`config.mk`:
```
export PLATFORM = sky130hd
export DESIGN_NAME = rs_syndrome_calc
export DESIGN_NICKNAME = d
export VERILOG_FILES = /design/src/rtl/cd_rs_pkg.sv /design/src/rtl/gf256_mult.sv /design/src/rtl/rs_syndrome_calc.sv
export SDC_FILE = /design/constraint.sdc
export NUM_CORES = 1
export LEC_CHECK = 0
export CAP_MARGIN = 20
export CORE_ASPECT_RATIO = 0.6
export CORE_MARGIN = 4
export CORE_UTILIZATION = 60
export CTS_BUF_LIST = sky130_fd_sc_hd__clkbuf_8
export DETAILED_ROUTE_END_ITERATION = 16
export GPL_TIMING_DRIVEN = 1
export HOLD_SLACK_MARGIN = 0.15
export PLACE_DENSITY = 0.85
export SYNTH_ARGS = -nofsm -noshare
export SYNTH_HDL_FRONTEND = slang
export SYNTH_SLANG_ARGS = --single-unit
```
`constraint.sdc`:
```
create_clock -name clk -period 3.1 [get_ports clk]
set_clock_uncertainty 0.2 [all_clocks]
set_input_delay 0.465 -clock clk [delete_from_list [all_inputs] [get_ports clk]]
set_output_delay 0.465 -clock clk [all_outputs]
set_load 0.03 [all_outputs]
```
`src/rtl/cd_rs_pkg.sv`:
```
// Shared Reed-Solomon definitions: GF(2^8) field polynomial, the alpha^j
// constants used by the syndrome engine, and the syndrome FSM states.
`timescale 1ns/1ps
package cd_rs_pkg;

  localparam logic [8:0] GF_POLY = 9'h11D;  // x^8+x^4+x^3+x^2+1

  localparam logic [7:0] ALPHA1 = 8'h02;
  localparam logic [7:0] ALPHA2 = 8'h04;
  localparam logic [7:0] ALPHA3 = 8'h08;

  typedef enum logic [1:0] {
    ST_IDLE  = 2'd0,
    ST_ACCUM = 2'd1,
    ST_HOLD  = 2'd2
  } rs_syn_state_t;

endpackage

```
`src/rtl/gf256_mult.sv`:
```
// Combinational GF(2^8) multiplier, p = a * b mod PRIM_POLY.
`timescale 1ns/1ps
module gf256_mult
  import cd_rs_pkg::*;
#(
  parameter logic [8:0] PRIM_POLY = GF_POLY
) (
  input  logic [7:0] a,
  input  logic [7:0] b,
  output logic [7:0] p
);

  logic [7:0] acc;
  logic [7:0] sh;

  // Shift-and-add: accumulate a*x^i for each set bit of b, reducing as we go.
  always_comb begin
    acc = 8'h00;
    sh  = a;
    for (int i = 0; i < 8; i++) begin
      if (b[i]) acc = acc ^ sh;
      sh = {sh[6:0], 1'b0} ^ (sh[7] ? PRIM_POLY[7:0] : 8'h00);
    end
    p = acc;
  end

endmodule

```
`src/rtl/rs_syndrome_calc.sv`:
```
// Reed-Solomon syndrome calculator: S0..S3 over one N_SYM-byte codeword,
// Horner form, result held until downstream handshake.
// Optional macro RS_SYN_LEN_CHECK_EN: close frames on in_last and flag
// length violations on syn_err. Undefined: close by count, syn_err = 0.
//
// state    | meaning
// ST_IDLE  | no byte of the current codeword accepted yet
// ST_ACCUM | 1..N_SYM-1 bytes accepted, syndromes accumulating
// ST_HOLD  | result presented on syn_*, input stalled
`timescale 1ns/1ps
module rs_syndrome_calc
  import cd_rs_pkg::*;
#(
  parameter int         N_SYM     = 32,
  parameter logic [8:0] PRIM_POLY = GF_POLY
) (
  input  logic        clk,
  input  logic        rst_n,
  input  logic        in_valid,
  output logic        in_ready,
  input  logic [7:0]  in_data,
  input  logic        in_last,
  output logic        syn_valid,
  input  logic        syn_ready,
  output logic [31:0] syn_data,
  output logic        syn_zero,
  output logic        syn_err
);

  localparam logic [7:0] LAST_CNT = 8'(N_SYM - 1);

  rs_syn_state_t state, state_nxt;
  logic [7:0] cnt;
  logic [7:0] s0, s1, s2, s3;
  logic [7:0] m1, m2, m3;
  logic [7:0] s0_nxt, s1_nxt, s2_nxt, s3_nxt;
  logic       accept, first, cnt_end, close, err_nxt, take_syn;

  gf256_mult #(.PRIM_POLY(PRIM_POLY)) u_mul1 (.a(s1), .b(ALPHA1), .p(m1));
  gf256_mult #(.PRIM_POLY(PRIM_POLY)) u_mul2 (.a(s2), .b(ALPHA2), .p(m2));
  gf256_mult #(.PRIM_POLY(PRIM_POLY)) u_mul3 (.a(s3), .b(ALPHA3), .p(m3));

  assign in_ready  = (state != ST_HOLD);
  assign syn_valid = (state == ST_HOLD);
  assign accept    = in_valid && in_ready;
  assign first     = (state == ST_IDLE);
  assign cnt_end   = (cnt == LAST_CNT);
  assign take_syn  = syn_valid && syn_ready;
  assign syn_data  = {s3, s2, s1, s0};

`ifdef RS_SYN_LEN_CHECK_EN
  assign close   = accept && (cnt_end || in_last);
  assign err_nxt = cnt_end ^ in_last;
`else
  logic unused_in_last;
  assign unused_in_last = in_last;
  assign close   = accept && cnt_end;
  assign err_nxt = 1'b0;
`endif

  // Horner step; the first byte of a frame loads directly so no stale state leaks in.
  always_comb begin
    s0_nxt = first ? in_data : (s0 ^ in_data);
    s1_nxt = first ? in_data : (m1 ^ in_data);
    s2_nxt = first ? in_data : (m2 ^ in_data);
    s3_nxt = first ? in_data : (m3 ^ in_data);
  end

  // Next-state logic.
  always_comb begin
    state_nxt = state;
    case (state)
      ST_IDLE:  if (close) state_nxt = ST_HOLD;
                else if (accept) state_nxt = ST_ACCUM;
      ST_ACCUM: if (close) state_nxt = ST_HOLD;
      ST_HOLD:  if (take_syn) state_nxt = ST_IDLE;
      default:  state_nxt = ST_IDLE;
    endcase
  end

  // State register.
  always_ff @(posedge clk or negedge rst_n) begin
    if (!rst_n) state <= ST_IDLE;
    else        state <= state_nxt;
  end

  // Byte counter and syndrome accumulators.
  always_ff @(posedge clk or negedge rst_n) begin
    if (!rst_n) begin
      cnt <= 8'h00;
      s0  <= 8'h00;
      s1  <= 8'h00;
      s2  <= 8'h00;
      s3  <= 8'h00;
    end else if (accept) begin
      cnt <= close ? 8'h00 : cnt + 8'h01;
      s0  <= s0_nxt;
      s1  <= s1_nxt;
      s2  <= s2_nxt;
      s3  <= s3_nxt;
    end
  end

  // Result flags, captured with the closing byte and cleared on handshake.
  always_ff @(posedge clk or negedge rst_n) begin
    if (!rst_n) begin
      syn_zero <= 1'b0;
    end else if (close) begin
      syn_zero <= ((s0_nxt | s1_nxt | s2_nxt | s3_nxt) == 8'h00);
    end else if (take_syn) begin
      syn_zero <= 1'b0;
    end
  end

`ifdef RS_SYN_LEN_CHECK_EN
  // Length-violation flag, same capture/clear timing as syn_zero.
  always_ff @(posedge clk or negedge rst_n) begin
    if (!rst_n)        syn_err <= 1'b0;
    else if (close)    syn_err <= err_nxt;
    else if (take_syn) syn_err <= 1'b0;
  end
`else
  assign syn_err = err_nxt;
`endif

endmodule

```
* Word level (Yosys, flattened, before mapping)
Index checks and enable logic that the tools add are counted. W data, S select, Z words.
Word-level totals: memories 0, memory bits (writable) 0, input port bits 13, register bits after elaboration 43, latch bits 0, output and inout port bits 36, bits in read-only memories 0
Cells by class: reductions and logical operators 7, order comparisons 0, equal/unequal tests 7, bitwise gates (word level) 13, multiplexer cells 18, div/mod/pow operators 0, multipliers 0, add/subtract/negate cells 1, shifts and indexed selects 0
Operator list (count):
- $xor A8 B8 Y8 | 10
- $mux W8 | 5
- $mux W5 | 6
- $or A8 B8 Y8 | 3
- $add A8 B1 Y8 const B | 1
- $eq A8 B5 Y1 const B | 1
- $logic_not A8 Y1 | 1
- $mux W2 | 4
- $pmux W2 S3 | 1
- $ne A2 B2 Y1 const B | 2
- $logic_and A1 B1 Y1 | 3
- $ne A3 B1 Y1 const B | 1
- $reduce_and A3 Y1 | 1
- $eq A2 B1 Y1 const B | 1
- $eq A2 B2 Y1 const B | 1
- $logic_not A2 Y1 | 1
- $mux W1 | 2
- $ne A2 B1 Y1 const B | 1
- $reduce_bool A2 Y1 | 1

* Logic depth before layout (Yosys ltp)
depth in word-level cells 11, depth in mapped cells 8, gate-level depth less buffers 7

* Hierarchy
Synthesis repeated with hierarchy kept, for this count alone.
Second synthesis, totals: cells, all modules 871, area, all modules 6572.6 um^2
By module, submodules not included:
- gf256_mult | sequential area each 0.0 um^2, times used 3, cells an instance 173, area each 1224.9 um^2
- rs_syndrome_calc | sequential area each 1076.0 um^2, times used 1, cells an instance 352, area each 2897.8 um^2

* Worst setup path before layout
No wires, ideal clock.
path type register -> register, start register s3[6], end register syn_zero, clock period less this slack 2.032 ns, path buffers 1, setup time 0.065 ns, path slack 1.068 ns, stages on the path, launching flop included 8, data arrival time 1.767 ns, path through dfrtp_1 > buf_2 > xnor3_1 > nor2_1 > xnor2_1 > nand4_1 > nor3_1 > a31o_1
Between the ends: cells in the longest elaborated chain, start to end 9
RTL lines:
- from (decl) | line rs_syndrome_calc.sv:34 | logic [7:0] s0, s1, s2, s3;
- from (signal assigned) | line rs_syndrome_calc.sv:100 | s3 <= s3_nxt;
- $xor A8 B8 Y8 | line gf256_mult.sv:22 | sh = {sh[6:0], 1'b0} ^ (sh[7] ? PRIM_POLY[7:0] : 8'h00);
- $mux W5 | line gf256_mult.sv:22
- $xor A8 B8 Y8 (2 in a row) | line gf256_mult.sv:22
- $xor A8 B8 Y8 | line rs_syndrome_calc.sv:66 | s3_nxt = first ? in_data : (m3 ^ in_data);
- $mux W8 | line rs_syndrome_calc.sv:66
- $or A8 B8 Y8 | line rs_syndrome_calc.sv:109 | syn_zero <= ((s0_nxt | s1_nxt | s2_nxt | s3_nxt) == 8'h00);
- $logic_not A8 Y1 | line rs_syndrome_calc.sv:109
- $mux W1 | line rs_syndrome_calc.sv:108 | end else if (close) begin
- to (signal assigned) | line rs_syndrome_calc.sv:109
- to (decl) | line rs_syndrome_calc.sv:26 | output logic syn_zero,
No other way between the ends. A chain may end at the register's enable or synchronous reset.

* Worst setup path in the final report
start register state[1], end output syn_valid
Between the ends: cells in the longest elaborated chain, start to end 1
RTL lines:
- from (decl) | line rs_syndrome_calc.sv:32 | rs_syn_state_t state, state_nxt;
- from (signal assigned) | line rs_syndrome_calc.sv:84 | else state <= state_nxt;
- $eq A2 B2 Y1 | line rs_syndrome_calc.sv:44 | assign syn_valid = (state == ST_HOLD);
- to (decl) | line rs_syndrome_calc.sv:23 | output logic syn_valid,
No other way between the ends.

==> flow_summary.ini <==
[outcome]
outcome = completed

[global_routing]
grt_max_degree = 50
antenna_found_initial = 0
grt_pass1_vias = 2605
grt_pass1_wl_microns = 13000
track_usage_pct = 25.9
grt_overflow_total = 0

[sta]
hold_viol_final = 0
max_freq_ghz = 0.373
min_period_ps = 2680
worst_pin_slew_ps = 726
relSlewSlack_pct = 51.6
period_share_pct = 86.4
hold_slack_ps = 280
setup_viol = 0
setup-tns-final_ps = 0
slew_viol_final = 0
rsz0062_at_grt = no

[finish]
n_fill_cell = 343
layout-drive-gt1-share_pct = 5.81
final_cell_mix = 52 x nor2_1, 45 x clkdlybuf4s50_1, 43 x nand2_1, 43 x dfrtp_1, 33 x xnor2_1
final_nets = 409
syn_to_final_growth_pct = 18.6
diodes = 0
final_common_cell = nor2_1

[logic_synthesis]
ys_ff_latch = 43
synthFlopType = dfrtp_1
synth_nets = 381
syn_avg_cell_area_sq_um = 8.23
synthTopCellsByArea = dfrtp_1 36%, xnor2_1 9.6%, nor2_1 6.5%
yosysTopAreaCell = dfrtp_1
ys_async_sr_fraction_pct = 100
netlist_area_sq_mm = 0.00302
synth_edf_count = 0
synth_top_area_share_pct = 35.6
yosysWarningCount = 0
ys_types = 43
synth_cells = 367
synth.yosys.seq_area_share_pct = 35.6

[worst_setup_path]
critPathLaunchType = flop
critical_path_class = reg2out
crit_required_ps = 2430
crit_path_end_kind = output port
reg2reg_slack_ps = 530
arrival_ps = 2010
cp_max_fo = 21

[clocking]
cts_buffers = 5
cts-resized-gates = 0
htree_levels = 2
post_cts_buffers = 0
clk_latency_ps = 300
cts.sinks = 43
cts_root_buf = clkbuf_8
hold_buffers = 0
clk_pin_slew_ps = 80
cts_tree = built
clock_path_buffers = 2

[floorplan]
dieHeight_microns = 63.0
die_x_microns = 99.6
core_area_sq_mm = 0.00471
io_pins = 49
initial_utilization_pct = 64.2
rows = 19
fp.dieArea_sq_mm = 0.00627

[power]
p_total_mw = 3.68
vdd_drop_max_mv = 0.500
power_density_mw_per_mm2 = 1030
leakage_nw = 1.46

[route]
final_antenna_net_count = 0
routed_via_density = 6.07
drt-total-wl_microns = 7680
avgRoutedWirePerCell_microns = 16.7
vias = 2788
drt_iter0_markers = 257
first_pass_iters = 5
route.detailed.drc = 0

[run]
drv_cap = 0

[worst_hold_path]
hp-class = reg2reg

[placement]
gp_congestion = 0.838
place_hpwl_microns = 5360
io_buffers = 46
[synth_stat cells, types with 6 or more instances]
master / count
nor2b_1: 8
clkbuf_1: 12
buf_2: 20
nor4bb_1: 10
dfrtp_1: 43
xor2_1: 19
a31oi_1: 11
nor2_1: 52
a311oi_1: 8
o32ai_1: 8
nor3_1: 6
a21oi_1: 21
xnor2_1: 33
o21ai_0: 29
nand2_1: 43
[area by class of cell]
class	instances	area, sq um	area share, %
Multi-Input combinational cell	283	1750	48.9
Sequential cell	43	1080	30.0
Timing Repair Buffer	58	561	15.6
Clock buffer	7	96.3	2.69
Tap cell	63	78.8	2.20
Inverter	4	15.0	0.419
Clock inverter	1	3.75	0.105
[final timing paths]
kind                                        end  depth (start not counted)                 start
min                          cnt[7]$_DFFE_PN0P_                          1    cnt[7]$_DFFE_PN0P_
max                                   syn_valid                          3  state[1]$_DFFE_PN0P_
min in group asynchronous     s3[0]$_DFFE_PN0P_                          2                 rst_n
min reg2reg                  cnt[7]$_DFFE_PN0P_                          1    cnt[7]$_DFFE_PN0P_
max in group asynchronous    cnt[6]$_DFFE_PN0P_                          3                 rst_n
max reg2reg                syn_zero$_DFFE_PN0P_                          6  state[1]$_DFFE_PN0P_
[per-stage QoR]
stage / std cells / area (sq um) / setup WS [ps] / utilization (%)
finish: 459 / 3580 / 422 / 76.1
global route: 459 / 3580 / 331 / 76.1
CTS: 457 / 3550 / 411 / 75.5
detailed placement: 449 / 3450 / 386 / 73.4
global placement: 449 / 3450 / 443 / 73.4
floorplan: 367 / 3020 / 1070 / -
[flip-flops by register name, summed over array words and instances (netlist names)]
| register | cells |
|---|---|
| cnt | 8 |
| s0 | 8 |
| s1 | 8 |
| s2 | 8 |
| s3 | 8 |
| state | 2 |
| syn_zero | 1 |
[critical path: stages (launching register included)]
cell,delay [ps]
dfrtp_1,820
nand2b_4,130
inv_1,100
clkdlybuf4s50_1,670
[metal layers]
metal / GRT usage (%) / vias up / share of wire [%]
met5: 0 / - / 0
met4: 7.84 / 0 / 2.0
met3: 4.91 / 23 / 8.3
met2: 37.5 / 139 / 44
met1: 39.1 / 1316 / 46
li1: - / 1310 / -
[logic make-up after synthesis]
group	after synthesis	synth area share, %
compound gates	84	16.9
fa+ha+maj	1	0.414
other cells	1	0.124
buf+inv	41	6.34
flops	43	35.6
simple gates	142	23.7
xor+xnor	54	16.6
mux	1	0.331
[power breakdown]
part | switching [mW] | internal (mW) | total (mW)
Combinational | 1.15 | 0.953 | 2.10
Clock | 0.200 | 0.200 | 0.400
Sequential | 0.390 | 0.785 | 1.18
Total | 1.74 | 1.94 | 3.68
Power figures use the tool's default switching activity.
